===== src/rtl/hazard_ctrl.sv =====
// rtl/hazard_ctrl.sv - hazard, forwarding and data-memory wait controller for a 5-stage RISC-V pipeline
//
// Purpose:
//   Generates EX-stage forwarding selects, load-use stalls and branch/jump flushes.
//   Runs a data-memory wait FSM that freezes F/D/E/M and bubbles MEM/WB while a
//   multi-cycle data-memory access is outstanding.
//
// Optional feature macro: HAZARD_PERF_CNT_EN (adds o_stallCycles / o_flushCount).
//
// Parameters:
//   MEM_TIMEOUT  maximum wait cycles for i_memReadyM before timeout (MEM_TIMEOUT < 2**CNT_W)
//   CNT_W        wait counter width
//   PERF_W       performance counter width
//
// Ports:
//   clk, rst                          clock, asynchronous active-high reset
//   i_Rs1D, i_Rs2D                    source registers in D
//   i_Rs1E, i_Rs2E                    source registers in E
//   i_RdE, i_RdM, i_RdW               destination registers in E/M/W
//   i_resultSrcE                      result select in E (2'b01 = load)
//   i_regWriteM, i_regWriteW          register-write enables in M/W
//   i_PCSrcE                          taken branch/jump resolved in E
//   i_memAccessM, i_memReadyM         data-memory access present / completes this cycle
//   o_forwardAE, o_forwardBE          EX operand select: 00 RF, 01 W result, 10 M ALU result
//   o_stallF/D/E/M                    hold PC / pipeline registers
//   o_flushD/E/W                      clear IF/ID, ID/EX, MEM/WB to a bubble
//   o_memBusy                         FSM not idle, or waiting this cycle
//   o_timeoutErr                      sticky timeout flag
//   o_stallCycles, o_flushCount       saturating perf counters (HAZARD_PERF_CNT_EN only)

module hazard_ctrl #(
    parameter int MEM_TIMEOUT = 255,
    parameter int CNT_W       = 8,
    parameter int PERF_W      = 32
) (
    input  logic              clk,
    input  logic              rst,
    input  logic [4:0]        i_Rs1D,
    input  logic [4:0]        i_Rs2D,
    input  logic [4:0]        i_Rs1E,
    input  logic [4:0]        i_Rs2E,
    input  logic [4:0]        i_RdE,
    input  logic [4:0]        i_RdM,
    input  logic [4:0]        i_RdW,
    input  logic [1:0]        i_resultSrcE,
    input  logic              i_regWriteM,
    input  logic              i_regWriteW,
    input  logic              i_PCSrcE,
    input  logic              i_memAccessM,
    input  logic              i_memReadyM,
    output logic [1:0]        o_forwardAE,
    output logic [1:0]        o_forwardBE,
    output logic              o_stallF,
    output logic              o_stallD,
    output logic              o_stallE,
    output logic              o_stallM,
    output logic              o_flushD,
    output logic              o_flushE,
    output logic              o_flushW,
    output logic              o_memBusy,
    output logic              o_timeoutErr
`ifdef HAZARD_PERF_CNT_EN
    ,
    output logic [PERF_W-1:0] o_stallCycles,
    output logic [PERF_W-1:0] o_flushCount
`endif
);

    localparam logic [1:0] S_IDLE = 2'd0;
    localparam logic [1:0] S_WAIT = 2'd1;
    localparam logic [1:0] S_ERR  = 2'd2;

    localparam logic [CNT_W-1:0] L_TIMEOUT = CNT_W'(MEM_TIMEOUT);

    logic [1:0]       r_state;
    logic [CNT_W-1:0] r_waitCnt;
    logic             r_timeoutErr;

    logic       w_lwStall;
    logic       w_memStall;
    logic [1:0] w_fwdA;
    logic [1:0] w_fwdB;

    // M stage has priority: it holds the younger result for the same register.
    function automatic logic [1:0] fwd_sel(
        input logic [4:0] rs,
        input logic       reg_write_m,
        input logic [4:0] rd_m,
        input logic       reg_write_w,
        input logic [4:0] rd_w
    );
        if (reg_write_m && (rd_m != 5'd0) && (rd_m == rs)) begin
            return 2'b10;
        end else if (reg_write_w && (rd_w != 5'd0) && (rd_w == rs)) begin
            return 2'b01;
        end else begin
            return 2'b00;
        end
    endfunction

    always_comb begin
        w_fwdA = fwd_sel(i_Rs1E, i_regWriteM, i_RdM, i_regWriteW, i_RdW);
        w_fwdB = fwd_sel(i_Rs2E, i_regWriteM, i_RdM, i_regWriteW, i_RdW);
    end

    always_comb begin
        w_lwStall = (i_resultSrcE == 2'b01) && (i_RdE != 5'd0) &&
                    ((i_RdE == i_Rs1D) || (i_RdE == i_Rs2D));
    end

    // In WAIT the stall drops in the same cycle memReadyM rises, so the
    // access completes without an extra bubble.
    always_comb begin
        w_memStall = 1'b0;
        case (r_state)
            S_IDLE:  w_memStall = i_memAccessM && !i_memReadyM;
            S_WAIT:  w_memStall = !i_memReadyM;
            S_ERR:   w_memStall = 1'b1;
            default: w_memStall = 1'b0;
        endcase
    end

    // All control outputs are forced quiet while reset is held, independent
    // of the combinational inputs.
    always_comb begin
        o_forwardAE  = 2'b00;
        o_forwardBE  = 2'b00;
        o_stallF     = 1'b0;
        o_stallD     = 1'b0;
        o_stallE     = 1'b0;
        o_stallM     = 1'b0;
        o_flushD     = 1'b0;
        o_flushE     = 1'b0;
        o_flushW     = 1'b0;
        o_memBusy    = 1'b0;
        o_timeoutErr = r_timeoutErr;
        if (!rst) begin
            o_forwardAE = w_fwdA;
            o_forwardBE = w_fwdB;
            o_memBusy   = (r_state != S_IDLE) || w_memStall;
            if (w_memStall) begin
                // Frozen stages are never flushed; load-use and branch are
                // re-evaluated on release since D/E contents are unchanged.
                o_stallF = 1'b1;
                o_stallD = 1'b1;
                o_stallE = 1'b1;
                o_stallM = 1'b1;
                o_flushW = 1'b1;
            end else begin
                o_stallF = w_lwStall;
                o_stallD = w_lwStall;
                o_flushD = i_PCSrcE;
                o_flushE = w_lwStall || i_PCSrcE;
            end
        end
    end

    always_ff @(posedge clk or posedge rst) begin
        if (rst) begin
            r_state      <= S_IDLE;
            r_waitCnt    <= '0;
            r_timeoutErr <= 1'b0;
        end else begin
            case (r_state)
                S_IDLE: begin
                    if (i_memAccessM && !i_memReadyM) begin
                        r_state   <= S_WAIT;
                        r_waitCnt <= CNT_W'(1);
                    end
                end
                S_WAIT: begin
                    if (i_memReadyM) begin
                        r_state   <= S_IDLE;
                        r_waitCnt <= '0;
                    end else if (r_waitCnt == L_TIMEOUT) begin
                        r_state      <= S_ERR;
                        r_timeoutErr <= 1'b1;
                    end else begin
                        r_waitCnt <= r_waitCnt + CNT_W'(1);
                    end
                end
                S_ERR: begin
                    // Held until reset; stalls remain asserted.
                    r_state <= S_ERR;
                end
                default: begin
                    r_state   <= S_IDLE;
                    r_waitCnt <= '0;
                end
            endcase
        end
    end

`ifdef HAZARD_PERF_CNT_EN
    logic [PERF_W-1:0] r_stallCycles;
    logic [PERF_W-1:0] r_flushCount;

    always_ff @(posedge clk or posedge rst) begin
        if (rst) begin
            r_stallCycles <= '0;
            r_flushCount  <= '0;
        end else begin
            if (o_stallF && (r_stallCycles != '1)) begin
                r_stallCycles <= r_stallCycles + PERF_W'(1);
            end
            if (o_flushE && (r_flushCount != '1)) begin
                r_flushCount <= r_flushCount + PERF_W'(1);
            end
        end
    end

    assign o_stallCycles = r_stallCycles;
    assign o_flushCount  = r_flushCount;
`endif

endmodule

===== config.mk =====
export PLATFORM = sky130hd
export DESIGN_NAME = hazard_ctrl
export DESIGN_NICKNAME = d
export VERILOG_FILES = /design/src/rtl/hazard_ctrl.sv
export SDC_FILE = /design/constraint.sdc
export NUM_CORES = 1
export LEC_CHECK = 0
export BUFFER_PORTS_ARGS = -buffer_cell sky130_fd_sc_hd__clkbuf_2
export CAP_MARGIN = 30
export CORE_ASPECT_RATIO = 0.75
export CORE_MARGIN = 1
export CORE_UTILIZATION = 48
export CTS_CLUSTER_DIAMETER = 150
export DETAILED_ROUTE_END_ITERATION = 7
export MAX_ROUTING_LAYER = met4
export PLACE_DENSITY = 0.85
export SLEW_MARGIN = 5
export SYNTH_ARGS = -nofsm -noshare
export SYNTH_HDL_FRONTEND = slang
export SYNTH_SLANG_ARGS = --single-unit

===== constraint.sdc =====
create_clock -name clk -period 3 [get_ports clk]
set_clock_uncertainty 0.05 [all_clocks]
set_input_delay 0.3 -clock clk [delete_from_list [all_inputs] [get_ports clk]]
set_output_delay 0.3 -clock clk [all_outputs]
set_load 0.01 [all_outputs]

# Word level (Yosys, flattened, before mapping)
# Index checks and enable logic that the tools add are counted.
# totals
regBits	11
in_bits	44
out_inout_bits	13
wordCells	64
# classes
add_sub_neg	1
n_eq_ne	13
mux	24
bitwise_logic	2
reduce_logical	21
# ops
cell	n
5-bit equality test	6
8-bit 2-to-1 mux	3
8-bit case mux with 3 select lines	1
5-bit nonzero test	3
2-bit 2-to-1 mux	7
1-bit 2-to-1 mux	11
1-bit logical AND	9
8-bit by 1-bit adder with 8-bit output (second input constant)	1
8-bit equality test (second input constant)	1
3-bit != test (second input constant)	2
2-bit case mux with 3 select lines	1
3-bit AND reduction	2
2-bit by 1-bit equality test with 1-bit output (second input constant)	2
1-bit logical OR	3
1-bit case mux with 3 select lines	1
2-bit equality test (second input constant)	1
2-bit zero test	1
2-bit != test (second input constant)	1
1-bit NOT	2
2-bit AND reduction	1
2-bit nonzero test	1
1-bit zero test	1

# Depth between registers and ports, before layout
# depth
depth_word	6
ltp_mapped	5
ltp_nobuf	5

# Worst setup path before layout
# No wires, ideal clock.
# synth_timing
path_type	input port to output port
start	input rst
end	output o_forwardAE[0]
arrival_time_ns	1.507
required_ns	2.650
path_slack_ns	1.143
stages	4
n_path_buf	0
cell_sequence	inv_1 -> o211ai_1 -> or4_1 -> nor4_2
# synth_between
elab_chain_len	1
# synth_lines
item	line_no	rtl
from (decl)	37	input logic rst,
2-bit 2-to-1 mux	137	if (!rst) begin
to (decl)	51	output logic [1:0] o_forwardAE,
# Every way passes these cells.

# Final worst setup path
# layout_timing
start	input rst
end	output o_forwardBE[0]
# layout_between
elab_chain_len	1
# layout_lines
item	line_no	rtl
2-bit 2-to-1 mux	137	
to (decl)	52	output logic [1:0] o_forwardBE,
# Every way passes these cells.

==> impl_metrics.yaml <==
setup_path:
  cpMostUsedCell: "clkbuf_2"
  cp_slowest_cell: "or4_1"
  r2r_slack_ns: 1.26
  cp_max_fo: 13
  crit_required_ns: 2.65
  worstSetupPathType: "in2out"
  cp_cell_sequence: "clkbuf_2 > inv_1 > buf_4 > o211ai_1 > or4_1 > nor4_2 > clkbuf_2"
  slowest_delay_ns: 0.54
  reg2reg_depth: 5
  endpoint_kind: "primary output"
  cp.arrival_ns: 1.80
  worstSetupStartpointType: "input pin"
job:
  drv_cap: 0
die:
  die_w_um: 56.8
  dieArea_mm2: 0.00245
  initial_core_util_pct: 52.2
  pin_count: 57
  coreArea_mm2: 0.00207
  rows: 14
  die_h_um: 43.1
final_layout:
  final_cell_count_no_fill: 206
  antennaDiodeCount: 0
  drive_above_1_share_pct: 36.3
  final_cell_mix: "clkbuf_2 (56), xor2_1 (20), xnor2_1 (13)"
  fillCellCount: 169
  syn_to_final_growth_pct: 29.0
  final_nets: 228
  layout_commonest_cell: "clkbuf_2"
detailed_routing:
  firstDrtPassIters: 6
  ant_nets: 0
  dr_total_vias: 1163
  drt_iter0_markers: 30
  wire_per_inst_um: 13.7
  drc: 4
  finalWirelength_um: 2830
  drt-vias-per-instance: 5.65
global_routing:
  grt.overflow.total: 0
  antenna_found_initial: 0
  grt_pass1_vias: 1175
  grt_first_pass_wirelength_um: 4890
  grt_max_degree: 14
  grt_usage_pct: 26.6
logic_synthesis:
  synthCells: 126
  synth_xor_area_share_pct: 26.8
  synth_ff_type: "dfrtp_1"
  synth_area_leaders: "dfrtp_1 (25%), xor2_1 (16%), xnor2_1 (11%)"
  yosysSeqAreaShare_pct: 25.5
  synth_top_family_by_area: "XOR/XNOR gates"
  synthDistinctLibCells: 38
  synth_fa_ha_area_share_pct: 1.16
  synth_compound_area_share_pct: 16.6
  synth-seq-cells: 11
  syn_nets: 171
  synth_mux_area_share_pct: 1.04
  synth-edff-count: 0
  ys_warn_count: 0
  synth_area_mm2: 0.00108
  avgSynthCellArea_um2: 8.57
  synth-simple-area-share_pct: 24.7
  async_reset_ff_share_pct: 100
  synth_area_leader_cell: "dfrtp_1"
  synth_top_area_share_pct: 25.5
pwr:
  pwr-share-clk_pct: 23.4
  sw_frac_of_total_pct: 34.8
  p_comb_share_pct: 36.2
  p_switching_mw: 0.157
  power_density_mw_per_mm2: 323
  ir_drop_uv: 159
  p_int_mw: 0.293
  p_leak_nw: 0.658
  pwr-share-seq_pct: 40.4
outcome:
  violations: "DRC"
  status: "finished, violations left"
clocking:
  post_cts_buffers: 0
  htree_levels: 1
  cts_tree: "yes"
  cts_buffer_depth: 2
  cts.sinks: 11
  clk_pin_slew_worst_paths_ns: 0.07
  numCtsBuffers: 3
  cts_resized: 0
  cts-root-buf: "clkbuf_4"
  clk_latency_ns: 0.27
  ctsHoldBuffers: 0
place:
  dp_hpwl_um: 2430
  place_congestion: 0.984
  portBuffers: 56
  dpl.cell_count: 202
  pre_cts_ws_ns: 0.854
sta:
  fin_ws_ns: 0.849
  relSlewSlack_pct: 77.4
  rsz0062_at_grt: "false"
  setup-tns-final_ns: 0
  maxSlewViolCount: 0
  finalHoldViolCount: 0
  max_freq_mhz: 465
  layout_min_cycle_time_ns: 2.15
  worstMarginPinSlew_ns: 0.339
  setup_viol: 0
  period_share_pct: 71.7
worst_hold_path:
  hold_class: "in2async"
area by class of cell:
type,instances,area (um^2),share of cell area [%]
clock buffers,4,26.3,1.89
inverters,4,15.0,1.08
multi-input cells,106,758,54.4
flip-flops and latches,11,275,19.8
well taps,24,30.0,2.16
repair buffers,57,288,20.7
final timing paths:
path | endpoint | from
max in group asynchronous | r_waitCnt[5] | rst
min | r_waitCnt[4] | rst
min reg2reg | o_timeoutErr | o_timeoutErr
max reg2reg | r_waitCnt[6] | r_waitCnt[0]
max | o_forwardBE[0] | rst
min in group clk | r_state[0] | i_memAccessM
worst max-delay path: cells and delay by family:
kind / cells / cell delay (ns)
buf+inv: 4 / 0.63
simple gates: 2 / 0.73
compound gates: 1 / 0.12
cells in the mapped netlist (2+ instances only):
cell	number
xor2_1	20
xnor2_1	13
dfrtp_1	11
nor2_1	8
nand2_1	7
nand3_1	6
or4_1	5
a21oi_1	4
inv_1	4
nor3_1	4
buf_4	3
nand2b_1	3
nand4_1	3
o211ai_1	3
o22ai_1	3
a22o_1	2
and2_1	2
nor4_1	2
nor4_2	2
o21a_1	2
o31ai_1	2
sequential cells by signal, indices dropped and copies added, names as in the netlist:
name          flops
r_waitCnt         8
r_state           2
o_timeoutErr      1
stage by stage:
stage	hold slack, ns	total power [mW]	util (%)	area [um^2]
after global placement	0.314	0.337	66.1	1370
after detailed placement	0.355	0.347	66.1	1370
after CTS	0.0588	0.450	67.4	1390
after floorplan	0.119	0.278	-	1080
final	0.0708	0.449	67.4	1390
after global routing	0.0831	0.482	67.4	1390
metal layers:
metal | wire, um | share of wire, % | vias to the layer above | global-route usage [%]
met5 | 0 | 0 | - | -
met4 | 32 | 1.1 | 0 | 7.32
met3 | 165 | 5.8 | 4 | 5.79
met2 | 1480 | 52 | 48 | 48.1
met1 | 1150 | 41 | 536 | 30.0
li1 | - | - | 575 | -
logic make-up after synthesis:
logic type	count (synthesis)
adder cells (fa/ha/maj)	1
multiplexers	1
AO/OA/AOI/OAI	24
XOR/XNOR	33
buffers and inverters	9
flip-flops	11
AND/OR/NAND/NOR	47
power groups by stage:
| stage | registers [mW] | logic (mW) | clock network [mW] |
|---|---|---|---|
| after floorplan | 0.177 | 0.101 | 0 |
| after global placement | 0.183 | 0.154 | 0 |
| after detailed placement | 0.184 | 0.163 | 0 |
| after CTS | 0.182 | 0.164 | 0.105 |
| after global routing | 0.184 | 0.183 | 0.114 |
| final | 0.181 | 0.163 | 0.105 |
Note: power is estimated with default switching activity, not from simulation.
